==> src/rtl/user_def_min_max_reduce_ctrl_pkg.sv <==
// Shared constants for the packed-int8 min/max reduction sequencer:
// accelerator function ids, FSM state encoding and per-mode identity words.
package user_def_min_max_reduce_ctrl_pkg;

  localparam int FID_W = 10;

  localparam logic [FID_W-1:0] FID_CFG = 10'd0;
  localparam logic [FID_W-1:0] FID_MAX = 10'd1;
  localparam logic [FID_W-1:0] FID_MIN = 10'd2;

  typedef enum logic [3:0] {
    IDLE,
    CFG,
    CFG_WAIT,
    LOAD,
    FETCH,
    ISSUE,
    WAIT,
    H16,
    H8,
    DONE
  } state_e;

  // Neutral element of each reduction, replicated over the four lanes.
  localparam logic [31:0] ID_UMAX = 32'h0000_0000;
  localparam logic [31:0] ID_UMIN = 32'hFFFF_FFFF;
  localparam logic [31:0] ID_SMAX = 32'h8080_8080;
  localparam logic [31:0] ID_SMIN = 32'h7F7F_7F7F;

  function automatic logic [31:0] identity(input logic is_signed, input logic is_min);
    if (is_signed) return is_min ? ID_SMIN : ID_SMAX;
    else           return is_min ? ID_UMIN : ID_UMAX;
  endfunction

endpackage

==> src/rtl/user_def_min_max_reduce_ctrl.sv <==
// Bus-master sequencer: configures the int8 min/max accelerator, streams
// cfg_len source words through it and optionally folds the lanes to a scalar.
module user_def_min_max_reduce_ctrl
  import user_def_min_max_reduce_ctrl_pkg::*;
#(
  parameter int LEN_W   = 16,
  parameter bit HREDUCE = 1'b1
) (
  input  logic              clk,
  input  logic              reset_n,
  input  logic              start,
  input  logic              cfg_signed,
  input  logic              cfg_op,
  input  logic [LEN_W-1:0]  cfg_len,
  output logic              busy,
  output logic              done,
  output logic [31:0]       result,
  input  logic              src_valid,
  output logic              src_ready,
  input  logic [31:0]       src_data,
  output logic              acc_cmd_valid,
  input  logic              acc_cmd_ready,
  output logic [FID_W-1:0]  acc_cmd_function_id,
  output logic [31:0]       acc_cmd_inputs_0,
  output logic [31:0]       acc_cmd_inputs_1,
  input  logic              acc_rsp_valid,
  output logic              acc_rsp_ready,
  input  logic [31:0]       acc_rsp_outputs_0
);

  state_e             state, state_nxt;
  logic               cfg_signed_q, cfg_op_q;
  logic [LEN_W-1:0]   len_q, cnt_q, cnt_inc;
  logic [31:0]        acc_q, word_q, result_q;
  logic               h_sent_q;   // horizontal-pass command accepted, awaiting its response
  logic [FID_W-1:0]   op_fid;

  assign op_fid        = cfg_op_q ? FID_MIN : FID_MAX;
  assign cnt_inc       = cnt_q + LEN_W'(1);
  assign busy          = (state != IDLE) && (state != DONE);
  // The accelerator gates its own handshakes with this, so it must cover the whole job.
  assign acc_rsp_ready = busy;
  assign result        = result_q;

  always_ff @(posedge clk or negedge reset_n) begin
    if (!reset_n) state <= IDLE;
    else          state <= state_nxt;
  end

  always_comb begin
    // NOTE: every output gets a default first so no path through the case infers a latch.
    state_nxt           = state;
    done                = 1'b0;
    src_ready           = 1'b0;
    acc_cmd_valid       = 1'b0;
    acc_cmd_function_id = '0;
    acc_cmd_inputs_0    = '0;
    acc_cmd_inputs_1    = '0;

    unique case (state)
      IDLE: if (start) state_nxt = (cfg_len == '0) ? DONE : CFG;
      CFG: begin
        acc_cmd_valid       = 1'b1;
        acc_cmd_function_id = FID_CFG;
        acc_cmd_inputs_0    = {31'b0, cfg_signed_q};
        if (acc_cmd_ready) state_nxt = CFG_WAIT;
      end
      CFG_WAIT: if (acc_rsp_valid) state_nxt = LOAD;
      LOAD: begin
        src_ready = 1'b1;
        if (src_valid) begin
          if (len_q != LEN_W'(1)) state_nxt = FETCH;
          else                    state_nxt = HREDUCE ? H16 : DONE;
        end
      end
      FETCH: begin
        src_ready = 1'b1;
        if (src_valid) state_nxt = ISSUE;
      end
      ISSUE: begin
        acc_cmd_valid       = 1'b1;
        acc_cmd_function_id = op_fid;
        acc_cmd_inputs_0    = word_q;
        acc_cmd_inputs_1    = acc_q;
        if (acc_cmd_ready) state_nxt = WAIT;
      end
      WAIT: begin
        if (acc_rsp_valid) begin
          if (cnt_inc != len_q) state_nxt = FETCH;
          else                  state_nxt = HREDUCE ? H16 : DONE;
        end
      end
      H16: begin
        if (!h_sent_q) begin
          acc_cmd_valid       = 1'b1;
          acc_cmd_function_id = op_fid;
          acc_cmd_inputs_0    = acc_q;
          acc_cmd_inputs_1    = {acc_q[15:0], acc_q[31:16]};
        end
        if (h_sent_q && acc_rsp_valid) state_nxt = H8;
      end
      H8: begin
        if (!h_sent_q) begin
          acc_cmd_valid       = 1'b1;
          acc_cmd_function_id = op_fid;
          acc_cmd_inputs_0    = acc_q;
          acc_cmd_inputs_1    = {acc_q[7:0], acc_q[31:8]};
        end
        if (h_sent_q && acc_rsp_valid) state_nxt = DONE;
      end
      DONE: begin
        done      = 1'b1;
        state_nxt = IDLE;
      end
      default: state_nxt = IDLE;
    endcase
  end

  // Datapath registers; written only on the handshake of the state that owns them.
  always_ff @(posedge clk or negedge reset_n) begin
    if (!reset_n) begin
      // NOTE: state is updated with non-blocking assignments so every register sees pre-edge values.
      cfg_signed_q <= 1'b0;
      cfg_op_q     <= 1'b0;
      len_q        <= '0;
      cnt_q        <= '0;
      acc_q        <= '0;
      word_q       <= '0;
      result_q     <= '0;
      h_sent_q     <= 1'b0;
    end else begin
      unique case (state)
        IDLE: begin
          if (start) begin
            cfg_signed_q <= cfg_signed;
            cfg_op_q     <= cfg_op;
            len_q        <= cfg_len;
            cnt_q        <= '0;
            h_sent_q     <= 1'b0;
            if (cfg_len == '0) acc_q <= identity(cfg_signed, cfg_op);
          end
        end
        LOAD: begin
          if (src_valid) begin
            acc_q <= src_data;
            cnt_q <= LEN_W'(1);
          end
        end
        FETCH: if (src_valid) word_q <= src_data;
        WAIT: begin
          if (acc_rsp_valid) begin
            acc_q <= acc_rsp_outputs_0;
            cnt_q <= cnt_inc;
          end
        end
        H16, H8: begin
          if (!h_sent_q && acc_cmd_ready) begin
            h_sent_q <= 1'b1;
          end else if (h_sent_q && acc_rsp_valid) begin
            acc_q    <= acc_rsp_outputs_0;
            h_sent_q <= 1'b0;
          end
        end
        DONE: result_q <= acc_q;
        default: ;
      endcase
    end
  end

endmodule

==> config.mk <==
export PLATFORM = sky130hd
export DESIGN_NAME = user_def_min_max_reduce_ctrl
export DESIGN_NICKNAME = d
export VERILOG_FILES = /design/src/rtl/user_def_min_max_reduce_ctrl_pkg.sv /design/src/rtl/user_def_min_max_reduce_ctrl.sv
export SDC_FILE = /design/constraint.sdc
export NUM_CORES = 1
export LEC_CHECK = 0
export ABC_AREA = 1
export CAP_MARGIN = 20
export CORE_MARGIN = 2
export CORE_UTILIZATION = 30
export CTS_BUF_LIST = sky130_fd_sc_hd__clkbuf_4
export DETAILED_ROUTE_END_ITERATION = 16
export GPL_ROUTABILITY_DRIVEN = 0
export SLEW_MARGIN = 10
export SYNTH_ARGS = -nofsm -noshare
export SYNTH_HDL_FRONTEND = slang
export SYNTH_SLANG_ARGS = --single-unit
==> constraint.sdc <==
create_clock -name clk -period 1.9 [get_ports clk]
set_input_delay 0.38 -clock clk [delete_from_list [all_inputs] [get_ports clk]]
set_output_delay 0.38 -clock clk [all_outputs]
set_load 0.01 [all_outputs]
# [Word-level counts from Yosys, hierarchy flattened]
# Cells that the tools add are included.
[op_classes] addsub=1 n_eq_ne=25 mux=43 n_reduce_logical=19
[ops] op="32-bit two-way mux" count=12
[ops] op="32-bit case mux with 3 select lines" count=2
[ops] op="32-bit case mux with 4 select lines" count=1
[ops] op="16-bit two-way mux" count=3
[ops] op="16-bit case mux with 3 select lines" count=1
[ops] op="4-bit two-way mux" count=10
[ops] op="4-bit case mux with 9 select lines" count=1
[ops] op="2-bit != test (second input constant)" count=11
[ops] op="16-bit by 1-bit adder with 16-bit output (second input constant)" count=1
[ops] op="4-bit by 3-bit == test with 1-bit output (second input constant)" count=4
[ops] op="16-bit zero test" count=1
[ops] op="16-bit by 1-bit != test with 1-bit output (second input constant)" count=1
[ops] op="16-bit != test" count=1
[ops] op="9-bit AND reduction" count=1
[ops] op="4-bit by 2-bit == test with 1-bit output (second input constant)" count=2
[ops] op="4-bit == test (second input constant)" count=2
[ops] op="2-bit two-way mux" count=4
[ops] op="4-bit nonzero test" count=2
[ops] op="7-bit AND reduction" count=1
[ops] op="1-bit two-way mux" count=6
[ops] op="2-bit OR reduction" count=3
[ops] op="4-bit by 1-bit == test with 1-bit output (second input constant)" count=1
[ops] op="4-bit zero test" count=1
[ops] op="4-bit != test (second input constant)" count=1
[ops] op="other kinds (11)" count=15
[totals] reg_bits=135 inputBits=88 out_inout_bits=111

# [Logic depth before layout (Yosys ltp)]
# Gate-level depths: netlist of run 1.
[depth] word_depth=5 ltp_mapped=14 mapped_depth_nobuf=14

# [Least setup slack after synthesis of run 1]
# No wires, ideal clock.
[synth_path] path_type="reg2out" from="register state[0]" to="output port acc_cmd_inputs_1[0]" arrival_ps=1479 setup_slack_ps=41 path_stages_with_launch=8 cell_sequence="dfrtp_1 -> inv_1 -> nor2_1 -> inv_1 -> nor2_2 -> inv_1 -> clkbuf_1 -> o211ai_1"
[synth_via] elab_chain_len=2 elab_cells_between_ends=4 cone_classes="eq/ne: 3; mux: 1"
[synth_lines] item="start, declared" line_no="user_def_min_max_reduce_ctrl.sv:31" rtl="state_e state, state_nxt;"
[synth_lines] item="start signal, assigned" line_no="user_def_min_max_reduce_ctrl.sv:47" rtl="else state <= state_nxt;"
[synth_lines] item="4-bit == test / 4-bit by 3-bit == test with 1-bit output (equally long branches)" line_no="user_def_min_max_reduce_ctrl.sv:60" rtl="unique case (state)"
[synth_lines] item="32-bit case mux with 3 select lines *" line_no="user_def_min_max_reduce_ctrl.sv:60"
[synth_lines] item="end, declared" line_no="user_def_min_max_reduce_ctrl.sv:25" rtl="output logic [31:0] acc_cmd_inputs_1,"
# Every way passes the cells marked *; elsewhere a longest branch is shown, timed or not.

# [Final worst setup path of run 1]
[layout_path] from="register state[0]" to="output port acc_cmd_inputs_1[24]"
# Same word-level chain as after synthesis.

==> metrics.yaml, run 1 <==
via_per_inst: 5.318
cts.sinks: 135
yosys_warnings: 0
hold_viol_final: 0
grt_pass1_wl_um: 49130
power.leakage_uw: 0.006259
start_util_pct: 30.51
end_kind: "output pin"
slowest_delay_ps: 430
syn_inst: 902
worst_ep_arrival_time_ps: 2090
final_nets: 1335
yosys.cell_types.count: 40
synth_compound_area_share_pct: 16.81
grt_pass1_vias: 8341
io_pins: 199
use_met2_pct: 38.22
rows: 57
async_flop_share_pct: 100.0
min-delay-path-class: "input pin to async pin"
drive_above_1_share_pct: 41.62
clkTransAtPathRegs_ps: 130
synth-adder-area-share_pct: 0.1686
root_buffer: "clkbuf_4"
grt_remaining_overflow: 0
maxSlewViolCount: 0
dr.pass1.iters: 5
first_iter_violations: 791
wl_per_cell_um: 21.59
synth_xor_area_share_pct: 0.9106
hpwlAfterDp_um: 21820
gr-usage-met1_pct: 32.08
min_period_over_period_pct: 130.1
antenna_left: 0
final_cells: 1585
insertion_delay_ps: 600
synthMuxAreaShare_pct: 5.312
total_power_uw: 18410
crit_path_start_kind: "register"
yosys.area_share.simple_pct: 23.15
layout_commonest_cell: "nand2_1"
synth-main-ff-cell: "dfrtp_1"
violations: "setup timing"
grt_setup_unrepaired: "yes"
synth_edf_count: 0
ys_ff_latch: 135
final_cell_mix: "nand2_1 (202), dfrtp_1 (135), buf_4 (108)"
tightest_slew_ps: 634.6
busiest_layer: "met2"
cp_max_fo: 7
final-setup-viol-count: 123
track_usage_pct: 24.72
antenna_found_initial: 2
finClkSkew_ps: 33.80
ys_seq_area_share_pct: 45.53
portBuffers: 190
max-cap-violations: 0
die_x_um: 161.3
dp_cells: 1489
cts-htree-levels: 4
outcome: "finished with violations"
synth_top_family_by_area: "simple AND/OR/NAND/NOR gates"
cp.required_ps: 1520
grt_max_degree: 44
core_um2: 24320
syn2layout_area_growth_pct: 75.92
wl_um: 34230
period_needed_ps: 2472
netlist_area_um2: 7420
numCtsBuffers: 17
slowest_stage: "dfrtp_1"
setup_slack_ps: -572.4
powerDensity_nw_per_um2: 1410
path_cells: "buf_4, nor2_4, nand2_4, inv_6, buf_12, nand2_2, o211ai_1, buf_2"
grtUsageMet3_pct: 7.139
drc: 0
synth_area_per_cell_um2: 8.226
vias: 8429
die_h_um: 161.3
ctsLongestPathBuffers: 2
cts_tree: "done"
fmax_ghz: 0.4045
critPathKind: "register to output pin"
die_area_um2: 26010
vdd_drop_max_mv: 0.6197
timing.slew.headroom_pct: 57.69
worst paths after layout:
kind,start,endpoint,slack (ps),cells after the start
max,state[0],acc_cmd_inputs_1[24],-570,8
min,reset_n,len_q[1],270,2
max reg2reg,state[1],acc_q[14],-450,15
min reg2reg,result[15],result[15],490,2
max in group asynchronous,reset_n,len_q[6],1030,3
min in group clk,cfg_len[10],len_q[10],360,3
registers in the layout (all words and copies together), names as in the netlist:
signal and flops:
acc_q 32, cfg_op_q 1, cfg_signed_q 1, cnt_q 16, h_sent_q 1, len_q 16
result 32, state 4, word_q 32
per-stage QoR:
stage | area (µm²) | util [%] | hold slack (ps) | worst slack (ps) | TNS (ps)
2_1_floorplan | 7446 | - | 84.41 | 41.24 | 0
3_3_place_gp | 10630 | 43.69 | 349.7 | -433.9 | -27170
3_5_place_dp | 10630 | 43.69 | 349.2 | -454.8 | -29040
4_1_cts | 12140 | 49.90 | 269.4 | -514.5 | -41830
5_1_grt | 13050 | 53.66 | 281.4 | -627.8 | -62660
6_report | 13050 | 53.67 | 268.0 | -572.4 | -52670
worst max-delay path: cells and delay by family, from the launching register on:
family	cells	cell delay (ps)
buffers and inverters	4	600
flip-flops	1	430
AND/OR/NAND/NOR	3	310
AO/OA/AOI/OAI	1	160
cell type report:
cell class,count,area (µm²)
multi-input cells,637,4669
well taps,324,405.4
clock inverters,14,131.4
diodes,2,5.005
flip-flops and latches,135,3378
repair buffers,374,3990
fillers,2134,11270
inverters,81,337.8
clock buffers,18,135.1
cells by family (layout without fill, tap and decap cells):
family	count (synthesis)	count (layout)
simple gates	404	404
compound gates	183	183
buf+inv	137	487
flops	135	135
mux	35	35
xor+xnor	6	6
fa+ha+maj	1	1
other cells	1	10
layer usage:
metal / share of wire [%] / wire length, µm
met5: 0 / 0
met4: 4.9 / 1667
met3: 9.8 / 3337
met2: 45 / 15380
met1: 40 / 13840
repair_timing:
item | 4_1_cts | 5_1_grt
hold buffers | 1 | 0
cloned | 15 | 10
resized for setup | 574 | 148
buffers inserted | 30 | 13
endpoints found under the setup margin | 153 | 170
pin swaps | 37 | 23
endpoints found under the hold margin | 37 | 0
where the power goes:
group / switching (µW) / internal [µW]
sequential: 1140 / 3970
clock: 1340 / 586
combinational: 5930 / 5440
synth_stat cells, drive strengths merged (14+ instances only):
master / count / area share (%)
o22ai: 14 / 2.0
nand3: 77 / 5.2
nor2: 48 / 3.0
clkbuf: 28 / 1.4
o221ai: 27 / 3.2
nand2: 261 / 13
dfrtp: 135 / 46
mux2: 35 / 5.3
a21oi: 14 / 0.94
buf: 28 / 2.5
o21ai: 86 / 5.8
inv: 80 / 4.0
a221oi: 32 / 3.8
Note: power is estimated with default switching activity, not from simulation.
==> run 2: changes to the inputs <==
--- a/config.mk
+++ b/config.mk
@@ -10,6 +10,7 @@
 export CORE_MARGIN = 2
 export CORE_UTILIZATION = 30
 export CTS_BUF_LIST = sky130_fd_sc_hd__clkbuf_4
+export CTS_CLUSTER_DIAMETER = 30
 export DETAILED_ROUTE_END_ITERATION = 16
 export GPL_ROUTABILITY_DRIVEN = 0
 export SLEW_MARGIN = 10
==> results of run 2 <==
Final layout, timing and power as in run 1 (identical DEF).
==> run 3: changes to the inputs <==
--- a/config.mk
+++ b/config.mk
@@ -7,12 +7,14 @@
 export LEC_CHECK = 0
 export ABC_AREA = 1
 export CAP_MARGIN = 20
+export CORE_ASPECT_RATIO = 0.7
 export CORE_MARGIN = 2
 export CORE_UTILIZATION = 30
 export CTS_BUF_LIST = sky130_fd_sc_hd__clkbuf_4
 export CTS_CLUSTER_DIAMETER = 30
 export DETAILED_ROUTE_END_ITERATION = 16
 export GPL_ROUTABILITY_DRIVEN = 0
+export MAX_ROUTING_LAYER = met4
 export SLEW_MARGIN = 10
 export SYNTH_ARGS = -nofsm -noshare
 export SYNTH_HDL_FRONTEND = slang
==> constraint.sdc (replaced) <==
create_clock -name clk -period 1.9 [get_ports clk]
set_input_delay 0.57 -clock clk [delete_from_list [all_inputs] [get_ports clk]]
set_output_delay 0.57 -clock clk [all_outputs]
set_load 0.01 [all_outputs]
==> run 3 against run 2 <==
The flow still finishes with violations (setup timing). Die area about the same. Global-route usage decreased by 0.53 points. Clock power up 8%. Critical path type unchanged. Critical endpoint is now acc_cmd_inputs_1[0]. Largest cell class unchanged.
==> metrics.yaml, run 3 (synthesis gave the netlist of run 1 again) <==
tightest_slew_ps: 593.1  # -41.56 ps
cts-htree-levels: 4  # unchanged
cp.required_ps: 1330  # -190 ps
gr-usage-met1_pct: 35.72  # +3.6 points
first_iter_violations: 785  # -0.76%
violations: "setup timing"
max-cap-violations: 0  # unchanged
grt_remaining_overflow: 0  # unchanged
finClkSkew_ps: 35.36  # +1.555 ps
clkTransAtPathRegs_ps: 150  # +20 ps
grtUsageMet3_pct: 6.527  # -0.61 points
vias: 8464  # +0.42%
grt_pass1_wl_um: 45230  # -7.9%
antenna_left: 0  # unchanged
grt_pass1_vias: 7555  # -9.4%
timing.slew.headroom_pct: 60.46  # +2.8 points
worst_ep_arrival_time_ps: 2220  # +130 ps
numCtsBuffers: 17  # unchanged
die_area_um2: 26030  # about the same
powerDensity_nw_per_um2: 1450  # +2.8%
seq_power_share_pct: 27.9  # about the same
setup_slack_ps: -893.1  # -320.8 ps
fmax_ghz: 0.3580  # -11%
dr.pass1.iters: 5  # unchanged
final_nets: 1365  # +2.2%
grt_setup_unrepaired: "yes"
grt_max_degree: 44  # unchanged
power.leakage_uw: 0.005907  # -5.6%
hold_viol_final: 0  # unchanged
clkPwrFrac_pct: 11.6  # +1.1 points
core_um2: 24440  # +0.51%
min-delay-path-class: "input pin to async pin"
die_h_um: 135.6  # -16%
ctsLongestPathBuffers: 2  # unchanged
final_cell_mix: "nand2_1 (244), buf_4 (153), dfrtp_1 (133)"
cts.sinks: 135  # unchanged
start_util_pct: 30.35  # -0.15 points
drc: 0  # unchanged
outcome: "finished with violations"
track_usage_pct: 24.19  # -0.53 points
maxSlewViolCount: 0  # unchanged
drive_above_1_share_pct: 38.40  # -3.2 points
power.internal_uw: 10090  # +1.0%
io_pins: 199  # unchanged
place_ws_ps: -670.4  # -215.6 ps
cp_max_fo: 10  # +3
p_sw_uw: 7918  # -6.0%
seqCellArea_um2: 3381  # about the same
end_kind: "output pin"
p_sw_share_pct: 43.97  # -1.8 points
insertion_delay_ps: 590  # about the same
total_power_uw: 18010  # -2.2%
cts_tree: "done"
via_per_inst: 5.241  # -1.5%
wl_um: 32500  # -5.0%
p_comb_share_pct: 60.5  # -1.3 points
portBuffers: 190  # unchanged
busiest_layer: "met1"
die_x_um: 192.0  # +19%
syn2layout_area_growth_pct: 67.44
vdd_drop_max_mv: 0.7182  # +16%
antenna_found_initial: 2  # unchanged
final-setup-viol-count: 130  # +5.7%
fillers: 2198  # +3.0%
use_met2_pct: 31.41  # -6.8 points
multi_input_area_um2: 4105  # -12%
critPathKind: "register to output pin"
root_buffer: "clkbuf_4"
min_period_over_period_pct: 147.0  # +17 points
layout_commonest_cell: "nand2_1"
period_needed_ps: 2793  # +320.7 ps
crit_path_start_kind: "register"
rows: 48  # -16%
hpwlAfterDp_um: 22860  # +4.8%
wl_per_cell_um: 20.12  # -6.8%
[run 3: changes by cell type in the layout (fill, tap and decap cells not counted), sizes merged]
cell	previous run	this run
buf	244	275
bufbuf	2	1
bufinv	0	2
clkbuf	27	24
clkdlybuf4s15	0	12
clkinv	3	6
clkinvlp	4	2
diode	2	1
dlygate4sd2	32	21
inv	88	87
[run 3: area by class of cell]
cell class / instances / area share [%]
Antenna cell: 1 / 0.02014
Multi-Input combinational cell: 637 / 33.04
Inverter: 81 / 2.679
Timing Repair inverter: 1 / 0.07050
Clock inverter: 15 / 1.360
Clock buffer: 17 / 1.027
Timing Repair Buffer: 403 / 31.31
Sequential cell: 135 / 27.21
Tap cell: 325 / 3.273
[run 3: final timing paths]
path | startpoint | endpoint | slack [ps] | depth (start not counted)
worst max-delay path | state[1] | acc_cmd_inputs_1[0] | -890 | 8
worst min-delay path | reset_n | word_q[28] | 470 | 2
worst max register to register | state[0] | acc_q[5] | -500 | 17
worst min register to register | result[12] | result[12] | 490 | 2
max in group asynchronous | reset_n | word_q[0] | 830 | 3
min in group clk | result[12] | result[12] | 490 | 2
[run 3: through the flow]
step / setup TNS (ps) / utilization [%] / instances / cell area, µm² / hold slack (ps)
finish: -70700 / 50.82 / 1615 / 12420 / 472.5
global route: -82560 / 50.82 / 1615 / 12420 / 466.7
CTS: -54120 / 47.44 / 1569 / 11590 / 454.0
detailed placement: -54210 / 44.12 / 1509 / 10780 / 465.1
global placement: -51600 / 44.12 / 1509 / 10780 / 457.8
floorplan: -451.7 / - / 909 / 7525 / 274.4
[run 3: worst max-delay path, cell delays in order (launching register included)]
cell      delay [ps]
dfrtp_2          490
nor2_4           150
inv_2             60
nor2_4           170
buf_12           150
inv_16            50
o211ai_1         300
buf_4            180
buf_6             90
[run 3: metal layers]
| metal | wire length (µm) | part of all wire, % |
|---|---|---|
| met1 | 14690 | 45 |
| met2 | 13330 | 41 |
| met3 | 3548 | 11 |
| met4 | 929 | 2.9 |
| met5 | 0 | 0 |
[run 3: repair_timing]
item	CTS	global route
gates cloned	8	9
pin swaps	15	24
hold endpoints to repair	40	0
hold buffers	1	0
buffers inserted	21	38
resized for setup	464	105
setup endpoints to repair	138	164
[run 3: power groups by stage]
stage	combinational, µW	sequential [µW]	clock [µW]
after floorplan	3760	4740	0
after global placement	8030	4950	0
after detailed placement	8110	4980	0
after CTS	9280	4940	2130
after global routing	11500	5110	2270
final	10900	5020	2090
